===== src/rtl/ff_bank.sv =====
// ff_bank: WIDTH-channel SR/JK/D/T flip-flop bank with sticky SR conflict flags.
// Define FF_BANK_CONFLICT_CNT_EN to add the saturating conflict_cnt counter.
module ff_bank #(
  parameter int   WIDTH   = 8,
  parameter logic RST_VAL = 1'b0,
  parameter int   CNT_W   = 8
) (
  input  logic             clk,
  input  logic             rst,
  input  logic             en,
  input  logic [1:0]       mode_in,
  input  logic             mode_ld,
  input  logic [WIDTH-1:0] a,
  input  logic [WIDTH-1:0] b,
  input  logic             clr_conflict,
  output logic [WIDTH-1:0] q,
  output logic [WIDTH-1:0] qbar,
  output logic [1:0]       mode_q,
  output logic [WIDTH-1:0] conflict,
  output logic             conflict_any
`ifdef FF_BANK_CONFLICT_CNT_EN
  ,
  output logic [CNT_W-1:0] conflict_cnt
`endif
);

  localparam logic [1:0] M_SR = 2'b00;
  localparam logic [1:0] M_JK = 2'b01;
  localparam logic [1:0] M_D  = 2'b10;
  localparam logic [1:0] M_T  = 2'b11;

  if (CNT_W < 2) begin : g_cnt_w_too_small
  end

  logic [WIDTH-1:0] q_nx;
  logic [WIDTH-1:0] hit;

  // SR with S=R=1 holds and flags; JK uses the J~Q + ~KQ form
  always_comb begin
    q_nx = q;
    hit  = '0;
    if (en) begin
      unique case (mode_q)
        M_SR: begin
          q_nx = (q & ~(b & ~a)) | (a & ~b);
          hit  = a & b;
        end
        M_JK:    q_nx = (a & ~q) | (~b & q);
        M_D:     q_nx = a;
        M_T:     q_nx = q ^ a;
        default: q_nx = q;
      endcase
    end
  end

  always_ff @(posedge clk) begin
    if (rst) begin
      q        <= {WIDTH{RST_VAL}};
      mode_q   <= M_SR;
      conflict <= '0;
    end else begin
      q <= q_nx;
      if (mode_ld) mode_q <= mode_in;
      conflict <= clr_conflict ? hit : (conflict | hit);
    end
  end

  assign qbar         = ~q;
  assign conflict_any = |conflict;

`ifdef FF_BANK_CONFLICT_CNT_EN
  localparam logic [CNT_W-1:0] CNT_MAX = '1;
  localparam logic [CNT_W-1:0] CNT_ONE = {{(CNT_W-1){1'b0}}, 1'b1};

  always_ff @(posedge clk) begin
    if (rst) begin
      conflict_cnt <= '0;
    end else if (clr_conflict) begin
      conflict_cnt <= (|hit) ? CNT_ONE : '0;
    end else if ((|hit) && (conflict_cnt != CNT_MAX)) begin
      conflict_cnt <= conflict_cnt + CNT_ONE;
    end
  end
`endif

endmodule


===== config.mk =====
export PLATFORM = sky130hd
export DESIGN_NAME = ff_bank
export DESIGN_NICKNAME = d
export VERILOG_FILES = /design/src/rtl/ff_bank.sv
export SDC_FILE = /design/constraint.sdc
export NUM_CORES = 1
export LEC_CHECK = 0
export ABC_AREA = 0
export CAP_MARGIN = 20
export CORE_AREA = 3 3 59 61
export DETAILED_ROUTE_END_ITERATION = 10
export DIE_AREA = 0 0 62 64
export PLACE_DENSITY = 0.73
export SLEW_MARGIN = 15
export SYNTH_ARGS = -nofsm -noshare
export SYNTH_HDL_FRONTEND = slang
export SYNTH_SLANG_ARGS = --single-unit

===== constraint.sdc =====
create_clock -name clk -period 1.2 [get_ports clk]
set_clock_uncertainty 0.2 [all_clocks]
set_input_delay 0.12 -clock clk [delete_from_list [all_inputs] [get_ports clk]]
set_output_delay 0.12 -clock clk [all_outputs]
set_load 0.02 [all_outputs]

==> metrics.yaml, run 1 <==
setup_path:
  r2r_end: "q[7]"
  path_class: "flop to primary output"
  worstPathArrival_ps: 1250
  reg2reg_from: "mode_q[0]"
  startpoint: "conflict[7]"
  cp-endpoint: "conflict_any"
  crit_fanout: 2
  end_kind: "primary output"
  r2r_slack_ps: -240
  crit_required_ps: 880
  worstSetupStartpointType: "flop"
  reg2reg_depth: 5
power:
  power.density_mw_per_mm2: 825
  ir_worst_vdd_mv: 0.688
  p_int_mw: 1.20
  power_frac_clock_pct: 22.5
  combPwrFrac_pct: 39.9
  seq_power_share_pct: 37.6
  leakage_nw: 0.979
  power_switching_uw: 596
  switching_share_pct: 33.2
die:
  die_h_um: 64
  ios: 50
  die_area_mm2: 0.00397
  dieWidth_um: 62
  row_count: 20
  initial_utilization_pct: 36.2
  core_mm2: 0.00303
grt:
  globalRouteOverflowTotal: 0
  track_usage_pct: 21.5
  grt_max_degree: 17
  grt_pass1_wl_um: 6580
  antenna_found_initial: 0
  grt_pass1_vias: 1457
yosys:
  syn_area_mm2: 0.00109
  ys_warn_count: 0
  synth_top_flop_cell: "dfxtp_1"
  syn_avg_cell_area_um2: 7.99
  ys_types: 19
  synth.most_common_cell: "o21ai_0"
  ys_ff_latch: 18
  synth-seq-area-share_pct: 32.9
  ys_top_cells_by_count: "o21ai_0 (22), dfxtp_1 (18), nor2_1 (18)"
  synth_nets: 160
  async_flop_share_pct: 0
  synth_top_area_share_pct: 32.9
  syn_inst: 137
  synth_top_area_cell: "dfxtp_1"
  synthTopCellsByArea: "dfxtp_1 (33%), o21ai_0 (10%), a32oi_1 (6.4%)"
  synth_edf_count: 0
finish:
  regArea_um2: 390
  multi_input_area_um2: 748
  fillers: 207
  layout-drive-gt1-share_pct: 52.9
  n_antenna_cell: 0
  final_core_util_pct: 71.8
  final_nets: 251
  syn_to_final_growth_pct: 98.6
  final_cells: 271
sta:
  setup_slack_ps: -369
  rsz0062_at_grt: "true"
  fin_crit_sh_pct: 131
  fmax_mhz: 637
  setup_violations: 28
  slew_viol_final: 0
  period_needed_ps: 1570
  tightest_slew_ps: 361
  slew-limit-headroom_pct: 75.9
  timing.hold.ws_ps: 222
  hold_viol: 0
outcome:
  status: "complete, but fails checks"
  violations: "negative setup slack"
clock_network:
  htreeDepth: 1
  cts_sinks: 18
  clkTransAtPathRegs_ps: 120
  cts_tree: "built"
  cts_max_path_buffers: 2
  cts_root_buf: "clkbuf_4"
  cts_made_buffers: 3
  clock_latency_ps: 300
  holdBufCountCts: 0
placement:
  dp_hpwl_um: 2730
  portBuffers: 49
  placed_cells: 255
  place.gp.congestion: 0.842
drt:
  routed_via_density: 5.32
  remaining_drc_errors: 0
  wl_per_cell_um: 16.8
  vias: 1443
  drtAntennaViolNets: 0
  drt_iter0_drc: 70
  firstDrtPassIters: 4
  wl_um: 4570
worst_hold_path:
  hold_class: "input port to flop"
run:
  maxCapViolations: 0
==> metal layers <==
layer / wire length [µm] / vias up / track usage [%] / part of all wire [%]
met3: 236 / 10 / 3.43 / 5.2
li1: - / 673 / - / -
met2: 2450 / 67 / 39.0 / 54
met5: 0 / - / 0 / 0
met1: 1780 / 693 / 25.2 / 39
met4: 101 / 0 / 5.31 / 2.2
==> cells in the final DEF (no fill, tap or decap) <==
cell	n
o21bai_1	8
dfxtp_2	15
nor3b_4	1
inv_2	1
nor4_4	1
nor4_2	1
nand2_1	1
clkbuf_8	1
and2b_2	8
buf_6	32
a41oi_2	5
clkbuf_4	3
o21ai_1	12
inv_1	16
buf_12	2
nor2b_1	8
a32oi_1	4
a32oi_2	4
mux2i_1	2
a41oi_1	3
o21ai_0	5
buf_4	23
nor2_1	18
clkdlybuf4s50_1	22
dfxtp_4	3
and3b_1	8
buf_16	1
buf_2	12
o21ai_2	7
==> critical path, stage by stage (launching register included) <==
cell     delay, ps
dfxtp_2        360
nor4_4         300
nand2_1        140
buf_6          150
==> stage by stage <==
| step | total power, mW | area [µm²] | setup TNS, ps | setup WS, ps |
|---|---|---|---|---|
| 6_report | 1.80 | 2170 | -3690 | -369 |
| 5_1_grt | 1.88 | 2170 | -4980 | -404 |
| 4_1_cts | 1.70 | 2020 | -3090 | -294 |
| 3_5_place_dp | 1.27 | 1850 | -6670 | -356 |
| 3_3_place_gp | 1.25 | 1850 | -6050 | -354 |
| 2_1_floorplan | 0.931 | 1100 | -827 | -65.8 |
==> registers in the layout, indices dropped and copies added, names as in the netlist <==
register	count
conflict	8
mode_q	2
q	8
==> power groups by stage <==
stage               clock network [mW]  registers [mW]  logic [mW]
global route                     0.437           0.680       0.759
finish                           0.404           0.675       0.717
global placement                     0           0.679       0.570
floorplan                            0           0.725       0.206
detailed placement                   0           0.681       0.587
CTS                              0.398           0.673       0.630
==> cells by family after synthesis <==
kind of cell,share of synthesized area [%]
mux,1.83
compound gates,29.3
simple gates,26.7
flops,32.9
buf+inv,9.26
==> cell type report <==
type                       instances  share of cell area, %
clock buffer                       4                   1.67
inverter                          17                   2.93
multi-input combinational         96                   34.4
sequential                        18                   18.0
tap                               44                   2.53
timing repair buffer              92                   40.5
==> worst min path at each step <==
| stage | end | cells after the start | from | slack (ps) |
|---|---|---|---|---|
| floorplan | mode_q[1] | 2 | mode_in[1] | 70 |
| global placement | q[3] | 2 | q[3] | 350 |
| detailed placement | q[3] | 2 | q[3] | 360 |
| CTS | mode_q[0] | 3 | mode_in[0] | 220 |
| global route | mode_q[1] | 3 | mode_in[1] | 240 |
| finish | mode_q[0] | 3 | mode_in[0] | 220 |
==> what timing repair did <==
| action | 4_1_cts | 5_1_grt |
|---|---|---|
| buffers inserted | 10 | 3 |
| gates cloned | 1 | 0 |
| resized for setup | 179 | 35 |
| setup endpoints to repair | 43 | 32 |
| pin swaps | 12 | 22 |
No activity file was read; power rests on OpenSTA's default activity.
==> run 2: changes to the inputs <==
--- a/config.mk
+++ b/config.mk
@@ -10,7 +10,9 @@
 export CORE_AREA = 3 3 59 61
 export DETAILED_ROUTE_END_ITERATION = 10
 export DIE_AREA = 0 0 62 64
+export GPL_ROUTABILITY_DRIVEN = 1
 export PLACE_DENSITY = 0.73
+export SETUP_SLACK_MARGIN = 0.4
 export SLEW_MARGIN = 15
 export SYNTH_ARGS = -nofsm -noshare
 export SYNTH_HDL_FRONTEND = slang
==> run 2 against run 1 <==
Against the previous run: the run still ends with negative setup slack left; sequential share of layout area decreased by 0.48 points; count of clock-buffer cells in the layout unchanged; cell count increased by 2.2%; critical endpoint unchanged.
==> metrics.yaml, run 2 (synthesis gave the netlist of run 1 again) <==
clock_network:
  clock_latency_ps: 300
  cts_root_buf: "clkbuf_4"
  cts_tree: "built"
  clkTransAtPathRegs_ps: 110
  cts_max_path_buffers: 2
  holdBufCountCts: 0
  cts_made_buffers: 3
  cts_sinks: 18
  htreeDepth: 1
setup_path:
  reg2reg_depth: 5
  max_stage_delay_ps: 350
  cpMaxStageDelayCell: "dfxtp_2"
  path_class: "flop to primary output"
  crit_required_ps: 880
  crit_chain: "nor4_4 > nand2_1 > buf_6"
  worstSetupStartpointType: "flop"
  worstPathArrival_ps: 1140
  crit_fanout: 2
  end_kind: "primary output"
drt:
  drt_iter0_drc: 89
  m1WireLength_um: 1560
  wl_met2_um: 2250
  vias: 1390
  wl_per_cell_um: 14.7
  firstDrtPassIters: 4
  drtAntennaViolNets: 0
  routed_via_density: 5.02
  remaining_drc_errors: 0
  wl_um: 4070
  met3_length_um: 208
  highest_layer: "met4"
power:
  seq_power_share_pct: 36.4
  switching_share_pct: 31.5
  power_frac_clock_pct: 21.1
  leakage_nw: 1.04
  p_total_mw: 1.86
  p_int_mw: 1.27
  combPwrFrac_pct: 42.5
  power.density_mw_per_mm2: 790
  power_switching_uw: 585
  ir_worst_vdd_mv: 0.591
placement:
  place.gp.congestion: 0.787
  dp_hpwl_um: 2850
  portBuffers: 49
outcome:
  violations: "negative setup slack"
  status: "complete, but fails checks"
grt:
  grt_pass1_vias: 1423
  track_usage_pct: 21.1
  grt_pass1_wl_um: 6410
  antenna_found_initial: 0
  globalRouteOverflowTotal: 0
  grt_max_degree: 17
finish:
  final_nets: 257
  mostFrequentLayoutCells: "buf_6 (52), clkdlybuf4s50_1 (22), buf_4 (18), nor2_1 (17), o21ai_1 (14)"
  final_common_cell: "buf_6"
  n_antenna_cell: 0
  top_regs: "conflict: 8 flops, q: 8 flops, mode_q: 2 flops"
  syn_to_final_growth_pct: 115
  layout-drive-gt1-share_pct: 56.2
  final_core_util_pct: 77.6
die:
  die_area_mm2: 0.00397
  die_h_um: 64
  dieWidth_um: 62
  row_count: 20
  initial_utilization_pct: 36.2
  core_mm2: 0.00303
  ios: 50
sta:
  period_needed_ps: 1460
  fin_crit_sh_pct: 122
  rsz0062_at_grt: "true"
  fmax_mhz: 686
  tightest_slew_ps: 286
  setup_slack_ps: -259
  setup_violations: 32
  slew-limit-headroom_pct: 80.9
  slew_viol_final: 0
  hold_viol: 0
worst_hold_path:
  worstHoldPathCells: 3
  hold_class: "input port to flop"
run:
  maxCapViolations: 0
-- run 2: power groups by stage --
stage | Clock (mW) | Combinational (mW) | Sequential [mW]
floorplan | 0 | 0.208 | 0.727
finish | 0.392 | 0.789 | 0.675
global placement | 0 | 0.585 | 0.675
CTS | 0.396 | 0.711 | 0.673
global route | 0.418 | 0.845 | 0.682
detailed placement | 0 | 0.604 | 0.679
-- run 2: timing repair --
| item | CTS | global route |
|---|---|---|
| pin swaps | 14 | 12 |
| endpoints found under the hold margin | 0 | 0 |
| setup endpoints to repair | 45 | 45 |
| setup buffers | 8 | 8 |
| resized for setup | 213 | 27 |
| cloned | 1 | 0 |
-- run 2: worst max-delay path, delay by kind of cell, from the launching register on --
kind | cells | cell delay [ps]
flip-flops | 1 | 350
AND/OR/NAND/NOR | 2 | 340
buffers and inverters | 1 | 140
-- run 2: worst paths after layout --
| path | from | end | slack (ps) |
|---|---|---|---|
| hold / removal | mode_in[1] | mode_q[1] | 210 |
| setup reg to reg | mode_q[0] | conflict[3] | -180 |
| setup / recovery | conflict[2] | conflict_any | -260 |
| hold reg to reg | conflict[6] | conflict[6] | 400 |
-- run 2: per-layer routing --
metal / track usage, % / vias up
met4: 3.45 / 0
met5: 0 / -
li1: - / 679
met1: 23.0 / 659
met2: 39.6 / 44
met3: 5.25 / 8
-- run 2: per-stage QoR --
step / cell area [µm²] / setup WS (ps) / cells / hold WS, ps / setup TNS, ps
floorplan: 1140 / -65.8 / 137 / 65.9 / -544
global placement: 1910 / -331 / 256 / 372 / -6010
detailed placement: 1910 / -345 / 256 / 370 / -6590
CTS: 2170 / -262 / 269 / 224 / -2620
global route: 2350 / -316 / 277 / 220 / -4770
finish: 2350 / -259 / 277 / 212 / -3100
-- run 2: area by class of cell --
class | count | area, µm²
repair buffers | 98 | 1060
inverters | 17 | 63.8
flip-flops and latches | 18 | 410
well taps | 44 | 55.1
clock buffers | 4 | 36.3
fillers | 211 | 679
multi-input cells | 96 | 724
